`src/rtl/apb2axi_issue_sched.sv`:
```
// rtl/apb2axi_issue_sched.sv - issue scheduler from gateway directory to write/read request FIFOs
// Pops one directory entry at a time, gated by per-direction credits and an in-flight tag bitmap.
module apb2axi_issue_sched #(
    parameter int FIFO_ENTRY_W = 32,
    parameter int TAG_W        = 4,
    parameter int IS_WRITE_BIT = 0,
    parameter int MAX_WR_OUTST = 4,
    parameter int MAX_RD_OUTST = 4,
    parameter int CNT_W        = $clog2(((MAX_WR_OUTST > MAX_RD_OUTST) ? MAX_WR_OUTST : MAX_RD_OUTST) + 1)
) (
    input  logic                    aclk,
    input  logic                    aresetn,
    input  logic                    pending_valid,
    input  logic [FIFO_ENTRY_W-1:0] pending_entry,
    input  logic [TAG_W-1:0]        pending_tag,
    output logic                    pending_pop,
    output logic                    wr_push_valid,
    input  logic                    wr_push_ready,
    output logic [FIFO_ENTRY_W-1:0] wr_push_data,
    output logic                    rd_push_valid,
    input  logic                    rd_push_ready,
    output logic [FIFO_ENTRY_W-1:0] rd_push_data,
    input  logic                    wr_cpl_valid,
    input  logic [TAG_W-1:0]        wr_cpl_tag,
    input  logic                    rd_cpl_valid,
    input  logic [TAG_W-1:0]        rd_cpl_tag,
    input  logic                    drain_req,
    output logic                    drain_done,
    output logic [CNT_W-1:0]        wr_outst_cnt,
    output logic [CNT_W-1:0]        rd_outst_cnt,
    output logic [(1<<TAG_W)-1:0]   tag_busy,
    output logic                    spurious_cpl
);

    localparam int NTAGS = 1 << TAG_W;
    localparam logic [CNT_W-1:0] WR_MAX = CNT_W'(MAX_WR_OUTST);
    localparam logic [CNT_W-1:0] RD_MAX = CNT_W'(MAX_RD_OUTST);

    typedef enum logic {IDLE, PUSH} state_t;

    state_t                  state_q, state_d;
    logic [FIFO_ENTRY_W-1:0] data_q, data_d;
    logic [TAG_W-1:0]        tag_q, tag_d;
    logic                    wr_vld_q, wr_vld_d;
    logic                    rd_vld_q, rd_vld_d;
    logic [CNT_W-1:0]        wr_cnt_q, wr_cnt_d;
    logic [CNT_W-1:0]        rd_cnt_q, rd_cnt_d;
    logic [NTAGS-1:0]        busy_q, busy_d;
    logic                    spur_q, spur_d;

    logic is_wr, credit_ok, accept;
    logic wr_hs, rd_hs, push_hs;
    logic wr_cpl_ok, rd_cpl_ok;

    assign is_wr     = pending_entry[IS_WRITE_BIT];
    assign credit_ok = is_wr ? (wr_cnt_q < WR_MAX) : (rd_cnt_q < RD_MAX);
    assign accept    = (state_q == IDLE) && pending_valid && !drain_req
                       && !busy_q[pending_tag] && credit_ok;

    assign wr_hs   = wr_vld_q && wr_push_ready;
    assign rd_hs   = rd_vld_q && rd_push_ready;
    assign push_hs = wr_hs || rd_hs;

    // A zero count guard keeps a stray completion from underflowing the counter;
    // equal tags on both sides retire through the write side only.
    assign wr_cpl_ok = wr_cpl_valid && busy_q[wr_cpl_tag] && (wr_cnt_q != '0);
    assign rd_cpl_ok = rd_cpl_valid && busy_q[rd_cpl_tag] && (rd_cnt_q != '0)
                       && !(wr_cpl_valid && (wr_cpl_tag == rd_cpl_tag));

    always_comb begin
        state_d  = state_q;
        data_d   = data_q;
        tag_d    = tag_q;
        wr_vld_d = wr_vld_q;
        rd_vld_d = rd_vld_q;
        case (state_q)
            IDLE: begin
                if (accept) begin
                    state_d  = PUSH;
                    data_d   = pending_entry;
                    tag_d    = pending_tag;
                    wr_vld_d = is_wr;
                    rd_vld_d = !is_wr;
                end
            end
            PUSH: begin
                if (push_hs) begin
                    state_d  = IDLE;
                    wr_vld_d = 1'b0;
                    rd_vld_d = 1'b0;
                end
            end
            default: begin
                state_d  = IDLE;
                wr_vld_d = 1'b0;
                rd_vld_d = 1'b0;
            end
        endcase
    end

    always_comb begin
        busy_d   = busy_q;
        wr_cnt_d = wr_cnt_q;
        rd_cnt_d = rd_cnt_q;
        spur_d   = spur_q || (wr_cpl_valid && !wr_cpl_ok) || (rd_cpl_valid && !rd_cpl_ok);
        if (wr_cpl_ok) begin
            busy_d[wr_cpl_tag] = 1'b0;
        end
        if (rd_cpl_ok) begin
            busy_d[rd_cpl_tag] = 1'b0;
        end
        // The issued tag was free at accept and stays free during PUSH, so it never collides with a clear.
        if (push_hs) begin
            busy_d[tag_q] = 1'b1;
        end
        if (wr_hs && !wr_cpl_ok) begin
            wr_cnt_d = wr_cnt_q + CNT_W'(1);
        end else if (!wr_hs && wr_cpl_ok) begin
            wr_cnt_d = wr_cnt_q - CNT_W'(1);
        end
        if (rd_hs && !rd_cpl_ok) begin
            rd_cnt_d = rd_cnt_q + CNT_W'(1);
        end else if (!rd_hs && rd_cpl_ok) begin
            rd_cnt_d = rd_cnt_q - CNT_W'(1);
        end
    end

    always_ff @(posedge aclk) begin
        if (!aresetn) begin
            state_q  <= IDLE;
            data_q   <= '0;
            tag_q    <= '0;
            wr_vld_q <= 1'b0;
            rd_vld_q <= 1'b0;
            wr_cnt_q <= '0;
            rd_cnt_q <= '0;
            busy_q   <= '0;
            spur_q   <= 1'b0;
        end else begin
            state_q  <= state_d;
            data_q   <= data_d;
            tag_q    <= tag_d;
            wr_vld_q <= wr_vld_d;
            rd_vld_q <= rd_vld_d;
            wr_cnt_q <= wr_cnt_d;
            rd_cnt_q <= rd_cnt_d;
            busy_q   <= busy_d;
            spur_q   <= spur_d;
        end
    end

    assign pending_pop   = accept;
    assign wr_push_valid = wr_vld_q;
    assign rd_push_valid = rd_vld_q;
    assign wr_push_data  = data_q;
    assign rd_push_data  = data_q;
    assign wr_outst_cnt  = wr_cnt_q;
    assign rd_outst_cnt  = rd_cnt_q;
    assign tag_busy      = busy_q;
    assign spurious_cpl  = spur_q;
    assign drain_done    = (state_q == IDLE) && (wr_cnt_q == '0) && (rd_cnt_q == '0);

endmodule

```
`config.mk`:
```
export PLATFORM = sky130hd
export DESIGN_NAME = apb2axi_issue_sched
export DESIGN_NICKNAME = d
export VERILOG_FILES = /design/src/rtl/apb2axi_issue_sched.sv
export SDC_FILE = /design/constraint.sdc
export NUM_CORES = 1
export LEC_CHECK = 0
export BUFFER_PORTS_ARGS = -buffer_cell sky130_fd_sc_hd__buf_2
export CAP_MARGIN = 30
export CORE_AREA = 10 10 96 98
export DETAILED_ROUTE_END_ITERATION = 10
export DIE_AREA = 0 0 106 108
export GPL_TIMING_DRIVEN = 0
export MAX_ROUTING_LAYER = met4
export PLACE_DENSITY_LB_ADDON = 0.15
export SLEW_MARGIN = 20
export SYNTH_ARGS = -nofsm -noshare
export SYNTH_HDL_FRONTEND = slang
export SYNTH_SLANG_ARGS = --single-unit
export TNS_END_PERCENT = 5
```
`constraint.sdc`:
```
create_clock -name aclk -period 3.2 [get_ports aclk]
set_input_delay 0 -clock aclk [delete_from_list [all_inputs] [get_ports aclk]]
set_output_delay 0 -clock aclk [all_outputs]
set_load 0.005 [all_outputs]
```
==> impl_metrics.py <==
metrics = {
    "detailed_routing": {
        "wl_per_cell_um": 18.00,
        "antenna_left": 0,
        "routed_wl_um": 12780,
        "drc": 0,
        "dr.first_iter.drc_count": 263,
        "vias": 3875,
        "firstDrtPassIters": 5,
        "avgViaCountPerCell": 5.458,
    },
    "pwr": {
        "p_int_uw": 1369,
        "power.density_nw_per_um2": 389.6,
        "p_clk_share_pct": 37.5,
        "p_leak_uw": 0.002238,
        "vdd_drop_max_v": 0.0002755,
        "combPwrFrac_pct": 18.9,
        "p_total_uw": 1915,
        "sequentialPowerShare_pct": 43.6,
        "switching_share_pct": 28.47,
        "p_sw_uw": 545.2,
    },
    "timing": {
        "min_period_ps": 2934,
        "fin_skew_ps": 11.63,
        "timing.final.crit_share_pct": 91.68,
        "final_max_slew_viol_count": 0,
        "hold_ws_ps": 0.5624,
        "rsz0062_at_grt": "no",
        "slew_headroom_pct": 58.01,
        "tns_ps": 0,
        "hold_viol_final": 0,
        "setup_viol": 0,
        "max_clock_freq_mhz": 340.9,
        "max_slew.worst_pin.slew_ps": 629.9,
    },
    "setup_path": {
        "crit_type": "reg2reg",
        "worst_setup_path_end_kind": "flop",
        "arrival_ps": 3210,
        "path_max_fanout": 9,
        "rr_worst_depth": 11,
        "start_kind": "flop",
        "crit_required_ps": 3480,
    },
    "global_routing": {
        "grt_antenna_before_repair": 0,
        "grt_pass1_wl_um": 20620,
        "grt_pass1_vias": 3937,
        "grt_max_degree": 12,
        "overflow": 0,
        "grt_use_total_pct": 22.69,
    },
    "cts": {
        "clk_latency_ps": 350,
        "clock-root-buffer": "clkbuf_8",
        "cts_tree": "done",
        "clk_pin_slew_worst_paths_ps": 70,
        "cts_sinks": 62,
        "cts_buffer_depth": 2,
        "htree_levels": 3,
        "cts_made_buffers": 9,
    },
    "floorplanning": {
        "die_area_um2": 11450,
        "io_pins": 143,
        "rows": 32,
        "core_um2": 7447,
        "initial_core_util_pct": 47.35,
        "die_x_um": 106,
        "die_y_um": 108,
    },
    "outcome": {
        "status": "complete, no violations",
    },
    "synth": {
        "ys_types": 49,
        "synth-edff-count": 0,
        "synth_cells": 416,
        "syn-cell-area_um2": 3526,
        "yosysWarnings": 0,
        "seq_area_frac_synth_pct": 35.20,
        "syn-num-nets": 472,
        "async_flop_share_pct": 0,
        "syn_avg_cell_area_um2": 8.476,
        "ys_ff_latch": 62,
        "synth_ff_type": "dfxtp_1",
    },
    "run": {
        "cap_violations": 0,
    },
    "place": {
        "gp_congestion": 0.9233,
        "place_inst": 657,
        "dp_hpwl_um": 9395,
        "io_buffers": 139,
    },
    "final_layout": {
        "utilization_pct": 65.99,
        "final_cells": 710,
        "syn2layout_area_growth_pct": 39.39,
        "fillers": 662,
        "drive_above_1_share_pct": 36.24,
        "finalNetCount": 658,
    },
    "worst_hold_path": {
        "holdCritPathClass": "in2reg",
        "hold_depth": 3,
    },
}
synth_stat cells (4+ instances only):
library cell | count | share of area (%)
nand2_1 | 58 | 6.2
o21ai_0 | 18 | 2.6
mux2i_1 | 5 | 1.4
a21boi_0 | 8 | 1.7
o21ai_1 | 31 | 4.4
or3_1 | 7 | 1.2
o21a_1 | 5 | 1.1
nand3b_1 | 4 | 0.85
buf_4 | 33 | 7.0
xnor2_1 | 6 | 1.5
nand3_1 | 45 | 6.4
or2_2 | 4 | 0.71
a21oi_1 | 4 | 0.57
nor2_1 | 11 | 1.2
mux4_2 | 13 | 8.3
inv_1 | 6 | 0.64
and2_1 | 7 | 1.2
dfxtp_1 | 62 | 35
nor3_1 | 6 | 0.85
buf_6 | 4 | 1.3
nor2b_1 | 5 | 0.89
o22ai_1 | 4 | 0.71
o211ai_1 | 8 | 1.7
clkbuf_1 | 19 | 2.0
cells in the final DEF, fill, tap and decap left out, drive strengths merged, types with 6 or more instances in the layout:
cell	netlist	routed
nand2	58	58
clkbuf	22	32
inv	6	7
buf	40	180
or3	7	7
a21boi	8	8
and2	7	7
dlygate4sd3	0	36
nand3	45	45
o211ai	8	8
nor3	6	6
xnor2	6	6
mux4	13	13
nor2	12	12
dfxtp	62	62
o21ai	49	49
critical path, stage by stage (launching register included):
cell      delay (ps)
dfxtp_1          360
mux4_2           480
mux2_2           270
nand2_1          260
a21oi_1          160
inv_1             90
ha_1             180
inv_1             60
fa_1             370
xor2_1           160
or3_1            290
a21boi_0         160
cells by family (layout without fill, tap and decap cells):
logic type	after synthesis	after routing	share of synthesized area [%]
flip-flops	62	62	35.20
buffers and inverters	68	259	11.82
AND/OR/NAND/NOR	162	162	22.64
adder cells (fa/ha/maj)	4	4	1.845
AO/OA/AOI/OAI	92	92	16.15
multiplexers	20	20	10.36
other	0	1	0
XOR/XNOR	8	8	1.987
power by group through the flow:
stage / clock network, uW / logic, uW / registers [uW]
floorplan: 0 / 179 / 850
detailed placement: 0 / 321 / 852
global placement: 0 / 318 / 850
finish: 717 / 362 / 835
CTS: 728 / 358 / 835
global route: 763 / 397 / 840
per-layer routing:
metal | part of all wire (%) | track usage (%)
met5 | 0 | -
met4 | 1.4 | 5.222
met3 | 8.1 | 6.425
met2 | 49 | 37.01
met1 | 41 | 27.33
registers in the layout, indices dropped and copies added, names as in the netlist:
register       count
rd_outst_cnt       3
rd_push_data      32
rd_push_valid      1
spurious_cpl       1
state_q            1
tag_busy          16
tag_q              4
wr_outst_cnt       3
wr_push_valid      1
area by class of cell:
| class | count | area [um^2] | share of cell area (%) |
|---|---|---|---|
| Multi-Input combinational cell | 286 | 1868 | 38.01 |
| Sequential cell | 62 | 1241 | 25.25 |
| Timing Repair Buffer | 175 | 1056 | 21.49 |
| Buffer | 62 | 397.9 | 8.096 |
| Clock buffer | 11 | 141.4 | 2.877 |
| Tap cell | 102 | 127.6 | 2.597 |
| Clock inverter | 5 | 57.56 | 1.171 |
| Inverter | 6 | 22.52 | 0.4582 |
| Antenna cell | 1 | 2.502 | 0.05092 |
metrics by stage:
| stage | worst slack (ps) | cell area (um^2) |
|---|---|---|
| after global routing | 29.26 | 4912 |
| final | 266.2 | 4915 |
| after CTS | 86.98 | 4908 |
| after floorplan | 504.8 | 3526 |
| after global placement | -64.70 | 4349 |
| after detailed placement | 22.05 | 4349 |
what timing repair did:
action | CTS | global route
hold endpoints to repair | 37 | 0
hold buffers | 36 | 0
buffers inserted | 0 | 0
endpoints found under the setup margin | 0 | 1
resized for setup | 0 | 5
final timing paths:
| kind | slack, ps | end | startpoint |
|---|---|---|---|
| min reg2reg | 460 | rd_push_data[24] | rd_push_data[24] |
| max reg2reg | 270 | rd_outst_cnt[2] | tag_busy[11] |
| max | 270 | rd_outst_cnt[2] | tag_busy[11] |
| min | 0.6 | tag_q[0] | pending_tag[0] |
(Power assumes the default switching activity.)
